==> src/rtl/uart_rx.sv <==
// UART 8N1 receiver: 2-flop synchronised rx line, mid-bit sampling, level valid/ack
// delivery with one-cycle frame-error and overrun pulses.
module uart_rx #(
    parameter int unsigned CLK_PER_BIT = 16
) (
    input  logic       clk,
    input  logic       rst_n,
    input  logic       rx,
    input  logic       data_ack,
    output logic [7:0] data_out,
    output logic       data_valid,
    output logic       frame_err,
    output logic       overrun,
    output logic       busy
);

    localparam int unsigned HALF      = CLK_PER_BIT / 2;
    localparam logic [7:0]  HALF_LAST = 8'(HALF - 1);
    localparam logic [7:0]  BIT_LAST  = 8'(CLK_PER_BIT - 1);

    typedef enum logic [2:0] {
        S_IDLE,
        S_START,
        S_DATA,
        S_STOP,
        S_BREAK
    } state_e;

    state_e     state_q, state_d;
    logic [1:0] sync_q;
    logic [7:0] clk_cnt_q, clk_cnt_d;
    logic [2:0] bit_cnt_q, bit_cnt_d;
    logic [7:0] shift_q, shift_d;
    logic [7:0] data_q, data_d;
    logic       valid_q, valid_d;
    logic       ferr_q, ferr_d;
    logic       ovr_q, ovr_d;
    logic       busy_q, busy_d;
    logic       rx_s;

    assign rx_s       = sync_q[1];
    assign data_out   = data_q;
    assign data_valid = valid_q;
    assign frame_err  = ferr_q;
    assign overrun    = ovr_q;
    assign busy       = busy_q;

    // State and datapath registers; sync flops reset to the idle (high) line level
    always_ff @(posedge clk or negedge rst_n) begin
        if (!rst_n) begin
            state_q   <= S_IDLE;
            sync_q    <= 2'b11;
            clk_cnt_q <= 8'd0;
            bit_cnt_q <= 3'd0;
            shift_q   <= 8'd0;
            data_q    <= 8'd0;
            valid_q   <= 1'b0;
            ferr_q    <= 1'b0;
            ovr_q     <= 1'b0;
            busy_q    <= 1'b0;
        end else begin
            state_q   <= state_d;
            sync_q    <= {sync_q[0], rx};
            clk_cnt_q <= clk_cnt_d;
            bit_cnt_q <= bit_cnt_d;
            shift_q   <= shift_d;
            data_q    <= data_d;
            valid_q   <= valid_d;
            ferr_q    <= ferr_d;
            ovr_q     <= ovr_d;
            busy_q    <= busy_d;
        end
    end

    // Next-state, counters, shift register and handshake
    always_comb begin
        state_d   = state_q;
        clk_cnt_d = clk_cnt_q;
        bit_cnt_d = bit_cnt_q;
        shift_d   = shift_q;
        data_d    = data_q;
        valid_d   = valid_q;
        ferr_d    = 1'b0;
        ovr_d     = 1'b0;

        if (data_ack && valid_q) begin
            valid_d = 1'b0;
        end

        case (state_q)
            S_IDLE: begin
                if (!rx_s) begin
                    state_d   = S_START;
                    clk_cnt_d = 8'd0;
                end
            end
            S_START: begin
                if (clk_cnt_q == HALF_LAST) begin
                    clk_cnt_d = 8'd0;
                    bit_cnt_d = 3'd0;
                    state_d   = rx_s ? S_IDLE : S_DATA;
                end else begin
                    clk_cnt_d = clk_cnt_q + 8'd1;
                end
            end
            S_DATA: begin
                if (clk_cnt_q == BIT_LAST) begin
                    shift_d   = {rx_s, shift_q[7:1]};
                    clk_cnt_d = 8'd0;
                    bit_cnt_d = bit_cnt_q + 3'd1;
                    if (bit_cnt_q == 3'd7) begin
                        state_d = S_STOP;
                    end
                end else begin
                    clk_cnt_d = clk_cnt_q + 8'd1;
                end
            end
            S_STOP: begin
                if (clk_cnt_q == BIT_LAST) begin
                    clk_cnt_d = 8'd0;
                    if (rx_s) begin
                        // An ack landing on the delivery edge suppresses overrun
                        data_d  = shift_q;
                        valid_d = 1'b1;
                        ovr_d   = valid_q && !data_ack;
                        state_d = S_IDLE;
                    end else begin
                        ferr_d  = 1'b1;
                        state_d = S_BREAK;
                    end
                end else begin
                    clk_cnt_d = clk_cnt_q + 8'd1;
                end
            end
            S_BREAK: begin
                if (rx_s) begin
                    state_d = S_IDLE;
                end
            end
            default: begin
                state_d = S_IDLE;
            end
        endcase

        busy_d = (state_d != S_IDLE);
    end

endmodule

==> config.mk <==
export PLATFORM = sky130hd
export DESIGN_NAME = uart_rx
export DESIGN_NICKNAME = d
export VERILOG_FILES = /design/src/rtl/uart_rx.sv
export SDC_FILE = /design/constraint.sdc
export NUM_CORES = 1
export LEC_CHECK = 0
export BUFFER_PORTS_ARGS = -buffer_cell sky130_fd_sc_hd__buf_2
export CORE_UTILIZATION = 30
export CTS_BUF_LIST = sky130_fd_sc_hd__clkbuf_16
export DETAILED_ROUTE_END_ITERATION = 6
export PLACE_DENSITY = 0.51
export SYNTH_ARGS = -nofsm -noshare
export SYNTH_HDL_FRONTEND = slang
export SYNTH_SLANG_ARGS = --single-unit
==> constraint.sdc <==
create_clock -name clk -period 2 [get_ports clk]
set_input_delay 0.4 -clock clk [delete_from_list [all_inputs] [get_ports clk]]
set_output_delay 0.4 -clock clk [all_outputs]
set_load 0.005 [all_outputs]
==> summary.txt, run 1 <==
Yosys
  • Post-synth net total: 148
  • Synth warnings: 0
  • Flops & latches, synth: 36
  • Yosys top cell area share: 0.511
  • Syn Inst Count: 141
  • Syn_area_per_cell: 11.8 um^2
  • Synth area leaders: dfrtp_1 (51%), mux2_4 (7.2%), mux2_2 (6.1%)
  • EDFF count, synth: 0
  • Cell taking the most area after synthesis: dfrtp_1
  • Post-synth top cells: dfrtp_1 (34), nand2_1 (10), mux2_2 (9)
  • Distinct cells, synth: 40
  • Register area share after synthesis: 0.543
  • Count leader, synth: dfrtp_1
  • Asr flop ratio synth: 1.00
  • Synth Flop Type: dfrtp_1
  • Area of the mapped netlist: 1660 um^2

STA
  • Worst-margin pin slew: 0.822 ns
  • Final WS setup: 0.0328 ns
  • Fin crit share: 0.984
  • Fmax: 508 MHz
  • Slew Limit Headroom: 0.452
  • Final Skew: 0.00665 ns
  • Final hold violation count: 0
  • Crit path time final: 1.97 ns
  • RSZ-0062 raised after global routing: yes
  • # setup viols final: 0
  • Max Slew Vio Count: 0
  • Hold slack: 0.203 ns

Cells and area
  • Area grow syn2layout: 22.3%
  • N_diodes: 0
  • Final Net Count: 175
  • Fraction of layout instances using a drive strength above 1: 0.343

Worst setup path
  • R2R setup slack: 0.03 ns
  • Crit path required time: 2.16 ns
  • Critical path endpoint category: flip-flop
  • Startpoint types: flip-flop
  • Top cell family by delay on the critical path: simple AND/OR/NAND/NOR gates
  • Buf/Inv on CP: 0
  • Reg-to-Reg End: data_out[3]
  • Crit Reg-Reg Startpoint: clk_cnt_q[7]
  • CP max stage cell: or4_4
  • Worst-case reg-to-reg path depth: 3
  • Maximum net fanout on the critical path: 9
  • Cells along the critical path: or4_4 > or4_4 > mux2_4
  • WS Path Type: flip-flop to flip-flop
  • Critical path data arrival time: 2.13 ns
  • Most common cell type on the critical path: or4_4
  • Crit-path max cell delay: 0.58 ns

Global route
  • Largest net degree at the start of global routing: 37
  • First-pass GRT wire length: 5600 um
  • Grt ovf: 0
  • Total GRT Usage: 0.123
  • Vias in the first global route: 1,173
  • Initial antenna violation count: 0

Placed design
  • Routability cong.: 0.834
  • Worst slack, placed: 0.0454 ns
  • I/O Buffers: 15
  • Hpwl dp: 2310 um

Clocking
  • TritonCTS Sinks: 36
  • CTS resizes: 0
  • Hold_buf cts: 0
  • Root Buffer: clkbuf_16
  • # Post-CTS Setup Buffers: 0
  • CTS tree: done
  • Clock slew at reported path FFs: 0.06 ns
  • CTS Buffer Depth: 2
  • Clk Latency, worst-skew pair: 0.28 ns
  • Num CTS Buffers: 5
  • H-tree depth: 2

Floorplanning
  • Std cell rows: 26
  • Die area: 5850 um^2
  • Die height: 76.5 um
  • Core ar.: 5240 um^2
  • Ports: 16
  • Starting utilization of the core area: 0.318
  • Die outline width: 76.5 um

Routing
  • Drt first pass iters: 4
  • DRC violations left: 0
  • Via density per instance: 4.92
  • Post-route ant nets: 0
  • Vias: 1,175
  • DR WL/cell: 13.8 um
  • Final wirelength: 3290 um
  • 1st-iter DRT viols: 75

Hold path
  • Worst Hold Class: primary input to asynchronous set/reset pin

Power
  • Leak: 1.00 nW
  • Peak supply drop: 0.000441 V
  • PD cells: 1120 nW/um^2

Run
  • Max Cap Viol: 0

Run status
  • Status: finished, final reports clean
==> cell type report <==
class	count	area [um^2]
fill	513	3200
inverter	2	7.51
clock inverter	3	21.3
clock buffer	5	125
timing repair buffer	27	165
multi-input combinational	96	724
tap	70	87.6
sequential	36	903
==> power breakdown <==
part / internal (mW) / leakage, nW / switching, mW / total, mW
clock: 0.463 / 0.0702 / 0.301 / 0.764
sequential: 0.827 / 0.478 / 0.113 / 0.940
combinational: 0.278 / 0.452 / 0.294 / 0.572
==> state kept, by name, summed over array words and instances (netlist names) <==
signal      cells
frame_err       1
data_out        8
shift_q         8
clk_cnt_q       8
overrun         1
state_q         3
sync_q          2
busy            1
bit_cnt_q       3
data_valid      1
==> through the flow <==
step	total power [mW]	util	instance area (um^2)	TNS, ns	std cells
final	2.28	0.388	2030	0	239
after global placement	1.51	0.360	1890	0	231
after floorplan	1.32	-	1670	0	141
after CTS	2.29	0.388	2030	0	239
after detailed placement	1.52	0.360	1890	0	231
after global routing	2.41	0.388	2030	-0.00597	239
==> logic make-up (layout without fill, tap and decap cells) <==
| logic type | count (synthesis) | count (layout) | share of synthesized area |
|---|---|---|---|
| AND/OR/NAND/NOR | 45 | 45 | 0.149 |
| flip-flops | 36 | 36 | 0.543 |
| AO/OA/AOI/OAI | 26 | 26 | 0.100 |
| multiplexers | 18 | 18 | 0.139 |
| buffers and inverters | 9 | 37 | 0.0256 |
| XOR/XNOR | 4 | 4 | 0.0211 |
| adder cells (fa/ha/maj) | 3 | 3 | 0.0226 |
==> per-layer routing <==
layer | up-vias | wire length (um) | global-route usage | share of wire
met1 | 582 | 1620 | 0.160 | 0.49
met3 | 7 | 106 | 0.0323 | 0.032
met4 | 0 | 51 | 0.0577 | 0.015
met5 | - | 0 | 0 | 0
li1 | 562 | - | - | -
met2 | 24 | 1520 | 0.190 | 0.46
==> cells in the final DEF (no fill, tap or decap), types with 3 or more instances in the layout <==
master / synthesis / final
a21o_1: 3 / 3
a21oi_1: 7 / 7
a22o_1: 3 / 3
buf_2: 1 / 15
buf_4: 0 / 12
clkbuf_16: 0 / 5
dfrtp_1: 34 / 34
ha_1: 3 / 3
mux2_2: 9 / 9
mux2_4: 8 / 8
nand2_1: 10 / 10
nand2b_1: 3 / 3
nand3_1: 3 / 3
nand4_1: 3 / 3
nor2_1: 7 / 7
nor2b_1: 4 / 4
o21ai_0: 6 / 6
==> worst max-delay path by stage <==
stage | startpoint | endpoint | slack, ns | depth (start not counted)
6_report | clk_cnt_q[7] | data_out[3] | 0.03 | 3
5_1_grt | clk_cnt_q[7] | data_out[3] | -0.005 | 3
4_1_cts | clk_cnt_q[7] | data_out[3] | 0.03 | 3
3_5_place_dp | clk_cnt_q[7] | data_out[3] | 0.05 | 3
3_3_place_gp | clk_cnt_q[7] | data_out[5] | 0.06 | 3
2_1_floorplan | clk_cnt_q[5] | shift_q[1] | 0.0006 | 4
Note: power is estimated with default switching activity, not from simulation.
==> inputs of run 2 (changes only) <==
- PLACE_DENSITY: 0.51 -> 0.49
- clock period: 2 -> 2.2 ns (I/O delays scaled with it)
==> run 2 against run 1 <==
Effect of this change: routed wire length decreased by 4.3%; design area decreased by 2.7%; register-to-register slack improved by 0.08 ns; sequential power decreased by 8.2%; global-route usage decreased by 0.17 points; clock skew decreased by 0.0030 ns; critical endpoint is now data_out[6]; largest cell class unchanged.
==> summary.txt, run 2 (synthesis gave the netlist of run 1 again) <==
STA
  • Setup TNS: 0 ns
  • Hold slack: 0.246 ns
  • Max Slew Vio Count: 0
  • Final hold violation count: 0
  • Fin crit share: 0.949
  • Final WS setup: 0.111 ns
  • Crit path time final: 2.09 ns
  • RSZ-0062 raised after global routing: no
  • Worst-margin pin slew: 0.793 ns
  • Fmax: 479 MHz
  • Slew Limit Headroom: 0.472
  • # setup viols final: 0
  • Final Skew: 0.00364 ns

Hold path
  • Worst Hold Class: primary input to asynchronous set/reset pin

Routing
  • Vias: 1,112
  • Final wirelength: 3150 um
  • DRC violations left: 0
  • Drt first pass iters: 4
  • DR WL/cell: 13.6 um
  • 1st-iter DRT viols: 117
  • Post-route ant nets: 0
  • Via density per instance: 4.79

Global route
  • Largest net degree at the start of global routing: 37
  • Total GRT Usage: 0.121
  • GR Util met3: 0.0311
  • Met2 Usage GRT: 0.180
  • Vias in the first global route: 1,189
  • Grt met1 use: 0.152
  • Grt ovf: 0
  • GRT busiest layer: met2
  • First-pass GRT wire length: 5480 um
  • Initial antenna violation count: 0

Cells and area
  • Area grow syn2layout: 18.9%
  • Fraction of layout instances using a drive strength above 1: 0.315
  • Final cell count without fillers: 232
  • Final core occ: 0.378
  • Commonest non-fill, non-tap cell in the layout: dfrtp_1
  • Filler cell count: 505
  • N_diodes: 0
  • Final Net Count: 168
  • Most frequent cells in the layout: dfrtp_1 (34), buf_2 (15), nand2_1 (10)

Run
  • Max Cap Viol: 0

Clocking
  • Clock slew at reported path FFs: 0.06 ns
  • CTS resizes: 0
  • Clk Latency, worst-skew pair: 0.28 ns
  • TritonCTS Sinks: 36
  • H-tree depth: 2
  • Num CTS Buffers: 5
  • Hold_buf cts: 0
  • CTS Buffer Depth: 2
  • CTS tree: done
  • Root Buffer: clkbuf_16
  • # Post-CTS Setup Buffers: 0

Worst setup path
  • WS Path Type: flip-flop to flip-flop
  • Critical path endpoint category: flip-flop
  • Crit path required time: 2.36 ns
  • Critical path data arrival time: 2.25 ns
  • Startpoint types: flip-flop
  • Maximum net fanout on the critical path: 9

Placed design
  • I/O Buffers: 15
  • Hpwl dp: 2120 um
  • Routability cong.: 0.840
  • Placed cells: 224
  • Worst slack, placed: 0.116 ns

Floorplanning
  • Std cell rows: 26
  • Die outline width: 76.5 um
  • Ports: 16
  • Die area: 5850 um^2
  • Die height: 76.5 um
  • Core ar.: 5240 um^2
  • Starting utilization of the core area: 0.318

Power
  • Peak supply drop: 0.000381 V
  • PD cells: 1020 nW/um^2
  • Leak: 0.967 nW

Run status
  • Status: finished, final reports clean
[run 2: cell types whose count changed in the layout (fill, tap and decap cells not counted), sizes merged]
cell / previous run / this run
buf: 27 / 20
clkinv: 1 / 3
clkinvlp: 1 / 0
inv: 3 / 2
[run 2: layout make-up]
cell class / instances / area [um^2] / share of cell area
sequential: 36 / 903 / 0.456
clock buffer: 5 / 125 / 0.0632
multi-input combinational: 96 / 724 / 0.366
inverter: 2 / 7.51 / 0.00379
tap: 70 / 87.6 / 0.0442
timing repair buffer: 20 / 113 / 0.0569
clock inverter: 3 / 18.8 / 0.00948
[run 2: power by group]
group	internal [mW]	total [mW]	leakage, nW	switching, mW
Sequential	0.752	0.863	0.478	0.111
Clock	0.417	0.687	0.0736	0.270
Combinational	0.221	0.471	0.416	0.249
[run 2: worst max-delay path, cell delays in order (launching register included)]
cell,delay (ns)
dfrtp_1,0.43
or4_4,0.58
or4_4,0.62
mux2_4,0.34
[run 2: metal layers]
layer,vias up,part of all wire
met5,-,0
met4,0,0.022
met3,7,0.028
met2,21,0.47
met1,538,0.48
li1,546,-
[run 2: final timing paths]
check	start	end	slack, ns	depth (start not counted)
max	clk_cnt_q[5]	data_out[6]	0.11	3
min	rst_n	clk_cnt_q[0]	0.25	1
max reg2reg	clk_cnt_q[5]	data_out[6]	0.11	3
min reg2reg	sync_q[0]	sync_q[1]	0.36	0
max in group asynchronous	rst_n	data_out[5]	1.45	1
min in group clk	rx	sync_q[0]	0.26	1
[run 2: stage by stage]
step | power, mW | area (um^2)
after floorplan | 1.20 | 1660
after global placement | 1.33 | 1840
after detailed placement | 1.35 | 1840
after CTS | 2.04 | 1980
after global routing | 2.15 | 1980
final | 2.02 | 1980
